File: config.mk
export PLATFORM = sky130hd
export DESIGN_NAME = sysid_timeout_counter
export DESIGN_NICKNAME = d
export VERILOG_FILES = /design/src/rtl/mysystem_sysid_checker_pkg.sv /design/src/rtl/mysystem_sysid_checker_timeout.sv
export SDC_FILE = /design/constraint.sdc
export NUM_CORES = 1
export LEC_CHECK = 0
export BUFFER_PORTS_ARGS = -buffer_cell sky130_fd_sc_hd__buf_2
export CAP_MARGIN = 20
export CORE_MARGIN = 1
export CORE_UTILIZATION = 25
export DETAILED_ROUTE_END_ITERATION = 8
export HOLD_SLACK_MARGIN = 0.1
export PLACE_DENSITY_LB_ADDON = 0.2
export RECOVER_POWER = 100
export SLEW_MARGIN = 20
export SYNTH_ARGS = -nofsm -noshare
export SYNTH_HDL_FRONTEND = slang
export SYNTH_SLANG_ARGS = --single-unit
export TNS_END_PERCENT = 100
File: constraint.sdc
create_clock -name clock -period 2.08 [get_ports clock]
set_clock_uncertainty 0.05 [all_clocks]
set_input_delay 0.208 -clock clock [delete_from_list [all_inputs] [get_ports clock]]
set_output_delay 0.208 -clock clock [all_outputs]
set_load 0.01 [all_outputs]
File: src/rtl/mysystem_sysid_checker_pkg.sv
// Shared types and constants for the system-ID checker: FSM state encoding,
// sysid slave word addresses and the timeout counter width.
package sysid_check_pkg;

  typedef enum logic [2:0] {
    ST_IDLE    = 3'd0,
    ST_ID_REQ  = 3'd1,
    ST_ID_WAIT = 3'd2,
    ST_TS_REQ  = 3'd3,
    ST_TS_WAIT = 3'd4,
    ST_FINISH  = 3'd5
  } sysid_state_e;

  localparam logic SYSID_ADDR_ID = 1'b0;
  localparam logic SYSID_ADDR_TS = 1'b1;

  // TIMEOUT_CYCLES is limited to 1..65535, so 16 bits always hold the limit.
  localparam int SYSID_CNT_W = 16;

endpackage

File: src/rtl/mysystem_sysid_checker_timeout.sv
// Per-read timeout counter: cleared at each new request, counts while a read
// is outstanding and saturates at LIMIT, where tc is raised.
module sysid_timeout_counter
  import sysid_check_pkg::*;
#(
  parameter int unsigned LIMIT = 255
) (
  input  logic clock,
  input  logic reset,
  input  logic clr,
  input  logic en,
  output logic tc
);

  localparam logic [SYSID_CNT_W-1:0] LIMIT_C = SYSID_CNT_W'(LIMIT);

  logic [SYSID_CNT_W-1:0] cnt_q;

  always_ff @(posedge clock or posedge reset) begin
    if (reset) begin
      cnt_q <= '0;
    end else if (clr) begin
      cnt_q <= '0;
    end else if (en && !tc) begin
      cnt_q <= cnt_q + 1'b1;
    end
  end

  assign tc = (cnt_q == LIMIT_C);

endmodule

==> results of run 1 <==
## metrics by stage
stage	cell area (um^2)	utilization	setup WS, ps	hold WS, ps
2_1_floorplan	955	-	227	71.7
3_3_place_gp	1070	0.292	118	293
3_5_place_dp	1070	0.292	99.5	285
4_1_cts	1140	0.311	22.1	299
5_1_grt	1160	0.317	11.2	325
6_report	1160	0.317	54.5	297
## worst register-to-register path, delay by kind of cell (launching register included)
family	cells	cell delay (ps)
buffers and inverters	1	170
multiplexers	1	310
flip-flops	1	440
AND/OR/NAND/NOR	3	850
## Yosys cell counts
cell,count
dfrtp_1,16
nor2_1,9
a21oi_1,7
nand2_1,6
nand4_1,6
o21ai_1,5
nor3_1,4
or3_1,4
inv_1,3
nor4_1,3
xnor2_1,3
clkbuf_1,2
nand2b_1,2
nor2b_1,2
o21ai_0,2
o31ai_1,2
or4_1,2
and3_2,1
buf_2,1
ha_1,1
mux2_1,1
mux2_2,1
mux2i_1,1
nand3_1,1
nand3b_1,1
nand4_2,1
nor4_2,1
nor4_4,1
o41ai_2,1
o41ai_4,1
or2_2,1
or3_2,1
or4_2,1
or4_4,1
or4b_1,1
or4b_4,1
xor2_1,1
## path summary, 6_finish.rpt
path / end / depth (start not counted) / startpoint
setup / recovery: tc / 3 / cnt_q[10]$_DFFE_PP0P_
hold / removal: cnt_q[10]$_DFFE_PP0P_ / 2 / clr
setup reg to reg: cnt_q[9]$_DFFE_PP0P_ / 5 / cnt_q[12]$_DFFE_PP0P_
hold reg to reg: cnt_q[1]$_DFFE_PP0P_ / 2 / cnt_q[1]$_DFFE_PP0P_
max in group asynchronous: cnt_q[7]$_DFFE_PP0P_ / 3 / reset
min in group asynchronous: cnt_q[15]$_DFFE_PP0P_ / 3 / reset
## metal layers
metal	vias to the layer above	wire [um]	track usage
met1	394	1080	0.152
met2	6	995	0.185
met4	0	17	0.0597
met5	-	0	0
li1	400	-	-
met3	2	37	0.0232
## cell type report
cell class                 count  share of cell area
tap                           48              0.0518
multi-input combinational     76               0.465
inverter                       3             0.00971
sequential                    16               0.345
timing repair buffer          14              0.0809
clock buffer                   4              0.0475
## what timing repair did
item,in CTS,in global routing
pin swaps,0,1
endpoints found under the hold margin,16,0
hold buffers,1,0
resized for setup,1,1
buffers inserted,0,3
endpoints found under the setup margin,1,2
## cell families (layout without fill, tap and decap cells)
kind of cell / count (synthesis) / count (layout) / share of synthesized area
compound gates: 18 / 18 / 0.135
xor+xnor: 4 / 4 / 0.0367
fa+ha+maj: 1 / 1 / 0.0131
buf+inv: 6 / 21 / 0.0249
flops: 16 / 16 / 0.419
mux: 3 / 3 / 0.0341
simple gates: 50 / 50 / 0.337
## layout by cell type (no fill, tap or decap), types with 2 or more instances in the layout
cell type	instances
nand2b_1	2
nor3_1	4
o31ai_1	2
nor2_1	9
xnor2_1	3
o21ai_1	5
nand2_1	6
o21ai_0	2
dfrtp_1	16
or4_1	2
nand4_1	6
clkbuf_4	2
inv_1	3
nor4_4	2
nor4_1	3
or3_1	4
nor2b_1	2
clkbuf_8	4
buf_4	6
buf_2	3
a21oi_1	7
## power breakdown
| group | switching, mW | internal, mW | total, mW | leakage [nW] |
|---|---|---|---|---|
| Combinational | 0.0222 | 0.0124 | 0.0346 | 0.192 |
| Sequential | 0.00370 | 0.315 | 0.319 | 0.222 |
| Clock | 0.112 | 0.168 | 0.280 | 0.0288 |
==> results.yml, run 1 <==
run_status:
  status: "completed"
power:
  p_per_area_nw_per_um2: 546
  irDropWorstVdd_v: 0.000216
  power_mw: 0.634
  leakagePower_nw: 0.443
timing:
  finalSetupViolCount: 0
  hold_violations: 0
  slew_violations: 0
  rsz0062_at_grt: "false"
  fin_crit_sh: 0.974
  final.min_clock_period_ps: 2030
  fmax_mhz: 494
  worst_pin_slew_ps: 645
  slew_headroom: 0.569
  tns_ps: 0
route:
  via_per_inst: 4.98
  wl_per_cell_um: 13.2
  dr_total_vias: 802
  drtIter0Drc: 35
  antenna_left: 0
  drt_first_pass_iters: 4
  drt-total-wl_um: 2130
  drc: 0
synthesis:
  synth_seq_area_share: 0.419
  ys_seq_elements: 16
  synth.largest_area_cell: "dfrtp_1"
  synth.distinct_cells: 37
  synth_area_leaders: "dfrtp_1, nand4_1, a21oi_1"
  ys_warn_count: 0
  synth_area_um2: 955
  synth.top_cell.area_share: 0.419
  avgSynthCellArea_um2: 9.74
  syn_nets: 103
  synth_cells: 98
global_route:
  grt-ovfl-total: 0
  grt_pass1_vias: 798
  grt_max_degree: 21
  antenna_found_initial: 0
  grt_usage: 0.117
  grt_pass1_wl_um: 3660
clock_network:
  path_clk_slew_ps: 70
  cts_buffers: 3
  cts_sinks: 16
  clock_path_buffers: 2
  htreeDepth: 1
  clock_latency_ps: 250
  cts_tree: "done"
  clockRootBuffer: "clkbuf_8"
setup_path:
  slowest_delay_ps: 600
  startpoint_type: "register"
  crit_family: "simple AND/OR/NAND/NOR gates"
  path_cells: "or4_4 -> nor4_4 -> clkbuf_2"
  cp_max_fo: 4
  required_ps: 1820
  cp.arrival_ps: 1770
  critPathCaptureType: "output port"
  critPathSlowestCell: "or4_4"
  cp_num_buf_inv: 1
  timing_worst_setup_path_type: "reg -> out"
  reg2reg_slack_ps: 130
finish:
  largest_reg_flops: 16
  multi_input_area_um2: 539
  area_growth_pct: 21.5
  instances_no_fill: 161
  fill_cells: 386
  largest_register: "cnt_q"
  reg_top3: "cnt_q (16)"
  drive_above_1_share: 0.248
  diodes: 0
  final_nets: 119
  sequential_cell_area_um2: 400
run:
  maxCapViolCount: 0
floorplan:
  core_area_um2: 3660
  die_w_um: 63.8
  io_pins: 5
  die-area_um2: 4070
  initial_core_util: 0.261
  die_h_um: 63.8
  fp-row-count: 22
placed_design:
  globalplace.congestion: 0.787
  hpwlAfterDp_um: 1510
  io_buffers: 4
  numPlacedInstances: 153
hold_path:
  hp-class: "in -> reg"
Power figures use the tool's default switching activity.
==> run 2, diff against run 1 <==
--- a/config.mk
+++ b/config.mk
@@ -7,2 +7,3 @@
 export LEC_CHECK = 0
+export ABC_AREA = 1
 export BUFFER_PORTS_ARGS = -buffer_cell sky130_fd_sc_hd__buf_2
--- a/constraint.sdc
+++ b/constraint.sdc
@@ -4,2 +4,2 @@
 set_output_delay 0.208 -clock clock [all_outputs]
-set_load 0.01 [all_outputs]
+set_load 0.05 [all_outputs]
==> run 2 against run 1 <==
Register-to-register slack gained 110 ps. Synthesized cell count increased by 60%. Synthesized area rose by 12%. Total power up 0.49%. Final cell count grew 33%. Flip-flop and latch count stayed put. First-iteration DRC count up 23%. Sequential power about the same. Clock power hardly changed. Critical path type unchanged. Largest cell class unchanged.
==> results.yml, run 2 <==
timing:
  rsz0062_at_grt: "false"
  fmax_mhz: 522
  fin_crit_sh: 0.921
  hold_violations: 0
  finalSetupViolCount: 0
  slew_violations: 0
  slew_headroom: 0.527
  final.min_clock_period_ps: 1920
  worst_pin_slew_ps: 709
  tns_ps: 0
global_route:
  grt_pass1_wl_um: 4040
  grt_usage: 0.123
  grt_pass1_vias: 859
  use_met2: 0.198
  grt_max_degree: 17
  busiest_layer: "met2"
  use_met1: 0.157
  grt_util_met3: 0.0355
  antenna_found_initial: 0
  grt-ovfl-total: 0
route:
  drt-total-wl_um: 2400
  drc: 0
  drt_first_pass_iters: 4
  drtIter0Drc: 43
  dr_total_vias: 961
  wl_per_cell_um: 11.2
  antenna_left: 0
  via_per_inst: 4.49
finish:
  largest_register: "cnt_q"
  drive_above_1_share: 0.0915
  most-common-layout-cells: "nand2_1, nor2_1, dfrtp_1"
  final_nets: 170
  utilization: 0.295
  fill_cells: 444
  area_growth_pct: 11.8
  diodes: 0
  final_common_cell: "nand2_1"
  largest_reg_flops: 16
  reg_top3: "cnt_q (16)"
  stdcell_area_um2: 1200
setup_path:
  path_cells: "ha_1 -> nand3_2 -> nor2_4 -> nand2_2 -> inv_1 -> clkbuf_2"
  critPathSlowestCell: "dfrtp_1"
  timing_worst_setup_path_type: "reg -> out"
  cp.arrival_ps: 1660
  startpoint_type: "register"
  slowest_delay_ps: 390
  critPathCaptureType: "output port"
  required_ps: 1820
  cp_max_fo: 7
power:
  seqPwrFrac: 0.499
  netSwitchingFraction: 0.227
  leakagePower_nw: 0.590
  p_per_area_nw_per_um2: 532
  power_frac_comb: 0.061
  internal-power_mw: 0.492
  irDropWorstVdd_v: 0.000374
  p_clk_frac: 0.440
  switchingPower_mw: 0.144
  power_mw: 0.637
synthesis:
  synth_ff_type: "dfrtp_1"
  synth.distinct_cells: 19
  synth_area_leaders: "dfrtp_1, nand2_1, nor2_1"
  async_reset_ff_frac: 1.00
  synth.top_cell.area_share: 0.374
  avgSynthCellArea_um2: 6.81
  synth_seq_area_share: 0.374
  ys_top_cells_by_count: "nand2_1, nor2_1, dfrtp_1"
  synth_edf_count: 0
  ys_seq_elements: 16
  syn_nets: 162
  synth.largest_area_cell: "dfrtp_1"
  synth_area_um2: 1070
  ys_warn_count: 0
  synth_most_common_cell: "nand2_1"
  synth_cells: 157
clock_network:
  htreeDepth: 1
  cts_buffers: 3
  cts_tree: "done"
  clock_latency_ps: 250
  clock_path_buffers: 2
  cts_sinks: 16
  post_cts_resized: 0
  clockRootBuffer: "clkbuf_8"
  path_clk_slew_ps: 70
floorplan:
  core_area_um2: 4060
  die-area_um2: 4540
  initial_core_util: 0.264
  fp-row-count: 23
  die_w_um: 67.4
  io_pins: 5
  die_h_um: 67.4
hold_path:
  hp-class: "in -> reg"
placed_design:
  globalplace.congestion: 0.781
  hpwlAfterDp_um: 1780
  io_buffers: 4
  place_area_um2: 1140
run_status:
  status: "completed"
run:
  maxCapViolCount: 0
run 2: worst paths after layout:
check                                     startpoint                     to  depth (start not counted)  slack, ps
worst max-delay path            cnt_q[0]$_DFFE_PP0P_                     tc                          6        160
worst min-delay path                             clr   cnt_q[8]$_DFFE_PP0P_                          4        210
worst max register to register  cnt_q[0]$_DFFE_PP0P_  cnt_q[12]$_DFFE_PP0P_                          6        240
worst min register to register  cnt_q[1]$_DFFE_PP0P_   cnt_q[1]$_DFFE_PP0P_                          2        480
max in group asynchronous                      reset  cnt_q[12]$_DFFE_PP0P_                          3       1010
min in group asynchronous                      reset   cnt_q[8]$_DFFE_PP0P_                          3        540
run 2: cells by family (layout without fill, tap and decap cells):
logic type               after synthesis  after routing  share of synthesized area
AND/OR/NAND/NOR                      110            110                      0.451
flip-flops                            16             16                      0.374
buffers and inverters                 17             24                     0.0678
AO/OA/AOI/OAI                          6              6                     0.0374
adder cells (fa/ha/maj)                1              1                     0.0117
XOR/XNOR                               7              7                     0.0573
run 2: cell type report:
class | count | area, um^2 | share of cell area
clock buffers | 4 | 55.1 | 0.0460
multi-input cells | 124 | 592 | 0.495
inverters | 15 | 56.3 | 0.0471
flip-flops and latches | 16 | 400 | 0.335
well taps | 50 | 62.6 | 0.0523
repair buffers | 5 | 30.0 | 0.0251
run 2: what timing repair did:
action                                 in CTS  in global routing
setup buffers                               0                  0
endpoints found under the hold margin      16                  0
hold buffers                                1                  0
run 2: through the flow:
step,hold slack [ps],setup WS [ps],instances
finish,213,164,214
global route,221,37.5,214
CTS,208,185,214
detailed placement,293,254,209
global placement,279,310,209
floorplan,71.7,549,157
run 2: worst max-delay path, delay by kind of cell (launching register included):
kind	cells	cell delay (ps)
flip-flops	1	390
AND/OR/NAND/NOR	3	460
buffers and inverters	2	350
adder cells (fa/ha/maj)	1	210
run 2: per-layer routing:
layer / wire length (um) / up-vias
li1: - / 505
met1: 1170 / 439
met2: 1110 / 15
met3: 96 / 2
met4: 19 / 0
met5: 0 / -
run 2: power groups by stage:
stage,sequential [mW],combinational (mW),clock [mW]
after floorplan,0.323,0.0272,0
after global placement,0.324,0.0391,0
after detailed placement,0.324,0.0396,0
after CTS,0.318,0.0409,0.294
after global routing,0.318,0.0441,0.304
final,0.318,0.0388,0.280
